`src/rtl/mips_ctrl_pkg.sv`:
```
// mips_ctrl_pkg: shared encodings for the multicycle MIPS control unit
package mips_ctrl_pkg;
    localparam logic [5:0] OP_RTYPE = 6'b000000;
    localparam logic [5:0] OP_LW    = 6'b100011;
    localparam logic [5:0] OP_SW    = 6'b101011;
    localparam logic [5:0] OP_BEQ   = 6'b000100;
    localparam logic [5:0] OP_BNE   = 6'b000101;
    localparam logic [5:0] OP_ADDI  = 6'b001000;
    localparam logic [5:0] OP_ANDI  = 6'b001100;
    localparam logic [5:0] OP_ORI   = 6'b001101;
    localparam logic [5:0] OP_J     = 6'b000010;

    localparam logic [5:0] FN_ADD = 6'b100000;
    localparam logic [5:0] FN_SUB = 6'b100010;
    localparam logic [5:0] FN_AND = 6'b100100;
    localparam logic [5:0] FN_OR  = 6'b100101;
    localparam logic [5:0] FN_SLT = 6'b101010;

    localparam logic [3:0] ALU_AND = 4'b0000;
    localparam logic [3:0] ALU_OR  = 4'b0001;
    localparam logic [3:0] ALU_ADD = 4'b0010;
    localparam logic [3:0] ALU_SUB = 4'b0110;
    localparam logic [3:0] ALU_SLT = 4'b0111;

    localparam logic [1:0] PC_ALU    = 2'd0;
    localparam logic [1:0] PC_ALUOUT = 2'd1;
    localparam logic [1:0] PC_JUMP   = 2'd2;

    localparam logic [1:0] SRCB_REG     = 2'd0;
    localparam logic [1:0] SRCB_FOUR    = 2'd1;
    localparam logic [1:0] SRCB_IMM     = 2'd2;
    localparam logic [1:0] SRCB_IMM_SH2 = 2'd3;

    typedef enum logic [3:0] {
        S_FETCH, S_DECODE, S_MEMADR, S_MEMRD, S_MEMWB, S_MEMWR, S_EXEC,
        S_ALUWB, S_BRANCH, S_IEXEC, S_IWB, S_JUMP, S_TRAP
    } state_t;

    typedef enum logic [2:0] {
        AC_NONE, AC_ADD, AC_SUB, AC_FUNCT, AC_IMM, AC_IMM_HOLD
    } alu_class_t;

    typedef struct packed {
        logic       mem_read;
        logic       mem_write;
        logic       i_or_d;
        logic       ir_write;
        logic       pc_write;
        logic [1:0] pc_src;
        logic       reg_write;
        logic       reg_dst;
        logic       mem_to_reg;
        logic       alu_src_a;
        logic [1:0] alu_src_b;
        logic       ext_zero;
        logic [3:0] alu_op;
        logic       illegal;
    } ctrl_t;
endpackage

```
`src/rtl/mips_alu_dec.sv`:
```
// mips_alu_dec: maps state class, opcode and funct to alu_op, ext_zero and a bad-funct flag
module mips_alu_dec
    import mips_ctrl_pkg::*;
(
    input  alu_class_t  alu_class,
    input  logic [5:0]  opcode,
    input  logic [5:0]  funct,
    output logic [3:0]  alu_op,
    output logic        ext_zero,
    output logic        bad_funct
);
    logic logic_imm;

    assign logic_imm = opcode == OP_ANDI || opcode == OP_ORI;

    always_comb begin
        alu_op    = ALU_AND;
        ext_zero  = 1'b0;
        bad_funct = 1'b0;
        case (alu_class)
            AC_ADD: alu_op = ALU_ADD;
            AC_SUB: alu_op = ALU_SUB;
            AC_FUNCT:
                case (funct)
                    FN_ADD:  alu_op = ALU_ADD;
                    FN_SUB:  alu_op = ALU_SUB;
                    FN_AND:  alu_op = ALU_AND;
                    FN_OR:   alu_op = ALU_OR;
                    FN_SLT:  alu_op = ALU_SLT;
                    default: bad_funct = 1'b1;
                endcase
            AC_IMM: begin
                alu_op   = opcode == OP_ANDI ? ALU_AND : opcode == OP_ORI ? ALU_OR : ALU_ADD;
                ext_zero = logic_imm;
            end
            // the writeback cycle keeps the zero-extended immediate path selected
            AC_IMM_HOLD: ext_zero = logic_imm;
            default: ;
        endcase
    end
endmodule

```
`src/rtl/mips_mc_ctrl.sv`:
```
// mips_mc_ctrl: Moore-style multicycle MIPS control FSM with shared-memory handshake
module mips_mc_ctrl
    import mips_ctrl_pkg::*;
(
    input  logic       clk,
    input  logic       rst_n,
    input  logic [5:0] opcode,
    input  logic [5:0] funct,
    input  logic       zero,
    input  logic       mem_ready,
    output logic       mem_read,
    output logic       mem_write,
    output logic       i_or_d,
    output logic       ir_write,
    output logic       pc_write,
    output logic [1:0] pc_src,
    output logic       reg_write,
    output logic       reg_dst,
    output logic       mem_to_reg,
    output logic       alu_src_a,
    output logic [1:0] alu_src_b,
    output logic       ext_zero,
    output logic [3:0] alu_op,
    output logic       illegal,
    output logic [3:0] state
);
    state_t     state_q, state_d;
    alu_class_t ac;
    ctrl_t      c;
    logic [3:0] dec_op;
    logic       dec_ez, bad_funct;

    assign ac = state_q inside {S_FETCH, S_DECODE, S_MEMADR} ? AC_ADD :
                state_q == S_BRANCH ? AC_SUB :
                state_q == S_EXEC   ? AC_FUNCT :
                state_q == S_IEXEC  ? AC_IMM :
                state_q == S_IWB    ? AC_IMM_HOLD : AC_NONE;

    mips_alu_dec u_alu_dec (
        .alu_class (ac),
        .opcode    (opcode),
        .funct     (funct),
        .alu_op    (dec_op),
        .ext_zero  (dec_ez),
        .bad_funct (bad_funct)
    );

    always_ff @(posedge clk or negedge rst_n)
        if (!rst_n) state_q <= S_FETCH;
        else        state_q <= state_d;

    always_comb begin
        c       = '0;
        state_d = state_q;
        case (state_q)
            S_FETCH: begin
                c.mem_read  = 1'b1;
                c.alu_src_b = SRCB_FOUR;
                c.ir_write  = mem_ready;
                c.pc_write  = mem_ready;
                state_d     = mem_ready ? S_DECODE : S_FETCH;
            end
            S_DECODE: begin
                c.alu_src_b = SRCB_IMM_SH2;
                case (opcode)
                    OP_LW, OP_SW:              state_d = S_MEMADR;
                    OP_RTYPE:                  state_d = S_EXEC;
                    OP_BEQ, OP_BNE:            state_d = S_BRANCH;
                    OP_ADDI, OP_ANDI, OP_ORI:  state_d = S_IEXEC;
                    OP_J:                      state_d = S_JUMP;
                    default:                   state_d = S_TRAP;
                endcase
            end
            S_MEMADR: begin
                c.alu_src_a = 1'b1;
                c.alu_src_b = SRCB_IMM;
                state_d     = opcode == OP_SW ? S_MEMWR : S_MEMRD;
            end
            S_MEMRD: begin
                c.mem_read = 1'b1;
                c.i_or_d   = 1'b1;
                state_d    = mem_ready ? S_MEMWB : S_MEMRD;
            end
            S_MEMWB: begin
                c.reg_write  = 1'b1;
                c.mem_to_reg = 1'b1;
                state_d      = S_FETCH;
            end
            S_MEMWR: begin
                c.mem_write = 1'b1;
                c.i_or_d    = 1'b1;
                state_d     = mem_ready ? S_FETCH : S_MEMWR;
            end
            S_EXEC: begin
                c.alu_src_a = 1'b1;
                state_d     = bad_funct ? S_TRAP : S_ALUWB;
            end
            S_ALUWB: begin
                c.reg_write = 1'b1;
                c.reg_dst   = 1'b1;
                state_d     = S_FETCH;
            end
            S_BRANCH: begin
                c.alu_src_a = 1'b1;
                c.pc_src    = PC_ALUOUT;
                c.pc_write  = opcode == OP_BNE ? ~zero : zero;
                state_d     = S_FETCH;
            end
            S_IEXEC: begin
                c.alu_src_a = 1'b1;
                c.alu_src_b = SRCB_IMM;
                state_d     = S_IWB;
            end
            S_IWB: begin
                c.reg_write = 1'b1;
                state_d     = S_FETCH;
            end
            S_JUMP: begin
                c.pc_write = 1'b1;
                c.pc_src   = PC_JUMP;
                state_d    = S_FETCH;
            end
            S_TRAP: c.illegal = 1'b1;
            default: state_d = S_TRAP;
        endcase
        c.alu_op   = dec_op;
        c.ext_zero = dec_ez;
    end

    // outputs are gated by rst_n so an asserted reset silences the datapath at once
    assign {mem_read, mem_write, i_or_d, ir_write, pc_write, pc_src, reg_write, reg_dst,
            mem_to_reg, alu_src_a, alu_src_b, ext_zero, alu_op, illegal} = rst_n ? c : '0;
    assign state = rst_n ? state_q : S_FETCH;
endmodule

```
`config.mk`:
```
export PLATFORM = sky130hd
export DESIGN_NAME = mips_mc_ctrl
export DESIGN_NICKNAME = d
export VERILOG_FILES = /design/src/rtl/mips_ctrl_pkg.sv /design/src/rtl/mips_alu_dec.sv /design/src/rtl/mips_mc_ctrl.sv
export SDC_FILE = /design/constraint.sdc
export NUM_CORES = 1
export LEC_CHECK = 0
export BUFFER_PORTS_ARGS = -buffer_cell sky130_fd_sc_hd__clkbuf_2
export CORE_UTILIZATION = 45
export DETAILED_ROUTE_END_ITERATION = 10
export MAX_ROUTING_LAYER = met4
export PLACE_DENSITY_LB_ADDON = 0.3
export SLEW_MARGIN = 20
export SYNTH_ARGS = -nofsm -noshare
export SYNTH_HDL_FRONTEND = slang
export SYNTH_SLANG_ARGS = --single-unit
```
`constraint.sdc`:
```
create_clock -name clk -period 1.7 [get_ports clk]
set_input_delay 0.255 -clock clk [delete_from_list [all_inputs] [get_ports clk]]
set_output_delay 0.255 -clock clk [all_outputs]
set_load 0.01 [all_outputs]
```
### Yosys cells after proc, flatten, opt, wreduce, memory -nomap -nowiden

Cells that the tools add are included.

* bits of input ports: 16
* memory bits (writable): 0
* output and inout port bits: 23
* bits in read-only memories: 0
* memories kept: 0
* flip-flop bits (word level): 4
* bits in latches: 0

* bitwise logic cells: 1
* equality and inequality tests: 30
* shift operators: 0
* $lt $le $gt $ge: 0
* $add $sub $neg: 0
* reduce and logical (&&, ||, !) cells: 15
* multiply operators: 0
* div/mod/pow operators: 0
* mux-type cells: 34

Operators by type and width (number)
* equality test 6 bit (second input constant): 7
* case mux 4 bit (9 select lines): 1
* two-way mux 3 bit: 8
* equality test 4 bit (second input constant): 5
* case mux 4 bit (5 select lines): 1
* two-way mux 19 bit: 1
* equality test 6 x 4 -> 1 bit (second input constant): 3
* equality test 4 x 3 -> 1 bit (second input constant): 4
* case mux 4 bit (4 select lines): 1
* two-way mux 1 bit: 14
* equality test 6 x 3 -> 1 bit (second input constant): 2
* two-way mux 4 bit: 3
* case mux 3 bit (4 select lines): 1
* OR reduction 2 bit: 6
* OR reduction 5 bit: 2
* equality test 4 x 2 -> 1 bit (second input constant): 2
* equality test 3 x 2 -> 1 bit (second input constant): 2
* equality test 3 bit (second input constant): 2
* equality test 6 x 2 -> 1 bit (second input constant): 1
* zero test 6 bit: 1
* case mux 2 bit (3 select lines): 1
* OR reduction 3 bit: 2
* equality test 4 x 1 -> 1 bit (second input constant): 1
* zero test 4 bit: 1
* 8 further kinds: 8

### Logic depth before layout (Yosys ltp)

* depth after elaboration: 10
* mapped depth: 5
* mapped depth without buffers: 4

### Hierarchy

A second synthesis with hierarchy kept.

* cell total of the unflattened synthesis: 136
* area, all modules: 874.6 um2

By module, submodules not included
* mips_mc_ctrl: cells an instance 110, sequential area each 100.1 um2, area each 686.9 um2, instances 1
* mips_alu_dec: cells an instance 26, sequential area each 0.0 um2, area each 187.7 um2, instances 1

### Worst setup path after synthesis

No wires, ideal clock.

* path kind: reg2out
* start point: register state_q[2]
* end point: output port pc_write
* path buffers: 1
* arrival time: 1.401 ns
* path slack: 0.044 ns
* required time: 1.445 ns
* stages on the path, launching flop included: 6
* cell sequence: dfrtp_1 -> clkbuf_1 -> nor2b_1 -> nand2_1 -> nor3_1 -> a32o_1

* word-level cells in the longest chain between the ends: 3
* elaborated cells between the ends (all ways): 5

Ends and longest elaborated chain
* from (decl): line mips_mc_ctrl.sv:27 `state_t state_q, state_d;`
* from (signal assigned): line mips_mc_ctrl.sv:50 `else state_q <= state_d;`
* equality test 4 bit or zero test 4 bit (tied branches): line mips_mc_ctrl.sv:55 `case (state_q)`
* case mux 1 bit (3 select lines) (*): line mips_mc_ctrl.sv:55
* two-way mux 19 bit (*): line mips_mc_ctrl.sv:132 `mem_to_reg, alu_src_a, alu_src_b, ext_zero, alu_op, illegal} = rst_n ? c : '0;`
* to (decl): line mips_mc_ctrl.sv:15 `output logic pc_write,`

Every way passes the cells marked *; elsewhere a longest branch is shown, timed or not.

### Worst setup path after layout

* start point: register state_q[3]
* end point: output port alu_op[0]

* word-level cells in the longest chain between the ends: 9
* elaborated cells between the ends (all ways): 19

Ends and longest elaborated chain
* equality test 4 bit: line mips_mc_ctrl.sv:37 `state_q == S_IWB ? AC_IMM_HOLD : AC_NONE;`
* two-way mux 3 bit: line mips_mc_ctrl.sv:37
* two-way mux 3 bit: line mips_mc_ctrl.sv:36 `state_q == S_IEXEC ? AC_IMM :`
* two-way mux 3 bit: line mips_mc_ctrl.sv:35 `state_q == S_EXEC ? AC_FUNCT :`
* two-way mux 3 bit: line mips_mc_ctrl.sv:34 `state_q == S_BRANCH ? AC_SUB :`
* two-way mux 3 bit (*): line mips_mc_ctrl.sv:33 `assign ac = state_q inside {S_FETCH, S_DECODE, S_MEMADR} ? AC_ADD :`
* equality test 3 bit, or another cell as far along: line mips_alu_dec.sv:20 `case (alu_class)`
* case mux 4 bit (4 select lines) (*): line mips_alu_dec.sv:20
* two-way mux 19 bit (*): line mips_mc_ctrl.sv:132
* to (decl): line mips_mc_ctrl.sv:23 `output logic [3:0] alu_op,`

Marks and branches as above.

==> flow_summary.yaml <==
timing:
  relSlewSlack_pct: 65.34
  skew_ns: 0.002625
  rsz0062_at_grt: "true"
  tightest_slew_ns: 0.5189
  min_period_ns: 1.839
  setup_ws_ns: -0.1386
  clock.fmax_ghz: 0.5439
  hold_viol_final: 0
  final-setup-viol-count: 7
  post-route-period-util_pct: 108.2
  finalMaxSlewViolations: 0
setup_path:
  critPathCaptureType: "output pin"
  crit_buf_inv: 2
  slowest_delay_ns: 0.38
  crit_fanout: 5
  crit_required_ns: 1.44
  crit_type: "flop to output pin"
  crit_path_start_kind: "flop"
  cpLargestDelayFamily: "simple AND/OR/NAND/NOR gates"
  crit_chain: "nor2b_1, buf_4, nand2_2, or3_4, a21oi_2, buf_2"
  critical_path_arrival_ns: 1.58
  crit_slowest_cell: "dfrtp_1"
cts:
  cts_sinks: 4
  clock_latency_ns: 0.24
  root_buffer: "clkbuf_4"
  cts_tree: "built"
  htreeDepth: 1
  cts_max_path_buffers: 2
  clkTransAtPathRegs_ns: 0.04
  numCtsBuffers: 3
power:
  pwr-share-comb_pct: 83.0
  p_int_uw: 955.6
  finalPower_mw: 1.891
  ir_drop_uv: 796.2
  p_seq_share_pct: 10.3
  sw_frac_of_total_pct: 49.46
  p_clk_share_pct: 6.7
  p_per_area_nw_per_um2: 1422
  power.leakage_nw: 0.6228
  p_sw_uw: 935.3
global_routing:
  grt_pass1_vias: 940
  grt.overflow.total: 0
  grt_pass1_wl_um: 4209
  antenna_found_initial: 0
  gr-usage-all-layers_pct: 29.64
  grt_max_degree: 21
finish:
  regMostFlops: "state_q"
  largest_register_ffs: 4
  diodes: 0
  drive_gt1_share_pct: 53.14
  nets: 193
  fin_util_pct: 84.37
  areaGrowthSynthToFinish_pct: 68.20
  top_regs: "state_q: 4 flops"
run:
  cap_violations: 0
synth:
  ys_async_sr_fraction_pct: 100.0
  synth.top_cells.by_count: "nor2_1 (17), nand2_1 (11), nor3_1 (9), nand3_1 (7), nor2b_1 (6)"
  avgSynthCellArea_um2: 6.590
  ys_seq_elements: 4
  synth.most_common_cell: "nor2_1"
  syn_nets: 136
  syn_area_um2: 790.8
  syn_inst: 120
  synth_top_cell_area_share_pct: 12.66
  yosysSeqAreaShare_pct: 12.66
  yosysWarningCount: 0
  synthTopCellsByArea: "dfrtp_1 (13%), nor2_1 (8.1%), nor3_1 (5.7%)"
  synth_flop_cell: "dfrtp_1"
  synth_cell_types: 47
  yosysTopAreaCell: "dfrtp_1"
  synth-edff-count: 0
status:
  status: "finished, violations left"
  violations: "DRC, setup timing"
drt:
  ant_nets: 0
  route.detailed.drc: 1
  wl_per_cell_um: 18.33
  viasPerCell: 6.288
  num_vias: 1201
  drt_iter0_drc: 34
  drt-total-wl_um: 3501
  drt-pass1-iter-count: 9
placed_design:
  hpwlAfterDp_um: 1776
  port_buffers: 37
  globalplace.congestion: 0.8658
die:
  core-area_um2: 1577
  fp.dieW_um: 43.92
  die_h_um: 43.92
  dieArea_um2: 1929
  start_util_pct: 50.16
  rows: 14
  ioPinCount: 39
hold_path:
  min_path_type: "input pin to flop"
==> metrics by stage <==
stage | cells | hold slack (ns) | setup TNS, ns | worst slack [ns] | cell area (um2)
after floorplan | 120 | -0.04059 | 0 | 0.04406 | 790.8
after global placement | 175 | 0.1367 | 0 | 0.03812 | 1037
after detailed placement | 175 | 0.1477 | 0 | 0.009864 | 1037
after CTS | 181 | 0.4493 | -0.1957 | -0.08383 | 1127
after global routing | 191 | 0.4664 | -1.093 | -0.2470 | 1330
final | 191 | 0.4521 | -0.3744 | -0.1386 | 1330
==> final timing paths <==
path / startpoint / depth (start not counted) / slack (ns) / endpoint
worst max-delay path: state_q[3]$_DFFE_PN0P_ / 6 / -0.14 / alu_op[0]
worst min-delay path: opcode[4] / 4 / 0.45 / state_q[0]$_DFFE_PN0P_
worst max register to register: state_q[2]$_DFFE_PN0P_ / 6 / 0.19 / state_q[0]$_DFFE_PN0P_
worst min register to register: state_q[3]$_DFFE_PN0P_ / 2 / 0.73 / state_q[0]$_DFFE_PN0P_
max in group asynchronous: rst_n / 2 / 0.91 / state_q[1]$_DFFE_PN0P_
min in group asynchronous: rst_n / 2 / 0.59 / state_q[3]$_DFFE_PN0P_
==> worst min-delay path: cells and delay by family <==
family	cells	cell delay, ns
simple gates	2	0.16
buf+inv	1	0.12
compound gates	1	0.10
==> power groups by stage <==
stage / Combinational, mW / Sequential, mW / Clock, mW
2_1_floorplan: 0.659 / 0.160 / 0
3_3_place_gp: 0.994 / 0.162 / 0
3_5_place_dp: 1.01 / 0.162 / 0
4_1_cts: 1.12 / 0.174 / 0.126
5_1_grt: 1.64 / 0.195 / 0.133
6_report: 1.57 / 0.194 / 0.128
==> routing by layer <==
layer  global-route usage, %  share of wire [%]  vias to the layer above
met4                   6.667                3.4                        0
met5                       -                  0                        -
met1                   37.03                 39                      563
met2                   50.75                 50                       75
met3                   3.750                7.9                       16
li1                        -                  -                      547
==> what timing repair did <==
item,4_1_cts,5_1_grt
gates resized for setup,11,35
pin swaps,0,4
setup buffers,2,9
setup endpoints to repair,8,9
hold buffers,1,0
hold endpoints to repair,4,0
cloned,0,1
==> placed cells by master, fill, tap and decap left out, types with 3 or more instances in the layout <==
cell,n
a21oi_1,3
and2_1,4
buf_2,8
buf_4,15
buf_6,4
clkbuf_2,29
clkbuf_4,3
nand2_1,9
nand2b_1,3
nand3_1,6
nor2_1,12
nor2_4,3
nor2b_1,5
nor3_1,7
==> layout make-up <==
cell class	instances	area, um2
Multi-Input combinational cell	104	748.2
Timing Repair Buffer	61	425.4
Fill cell	89	246.5
Sequential cell	4	102.6
Clock buffer	3	22.52
Tap cell	16	20.02
Inverter	3	11.26
==> cells by family after synthesis <==
group	synth area share, %
XOR/XNOR	2.216
AND/OR/NAND/NOR	51.74
AO/OA/AOI/OAI	26.27
other	0.4742
buffers and inverters	6.644
flip-flops	12.66
Note: power is estimated with default switching activity, not from simulation.
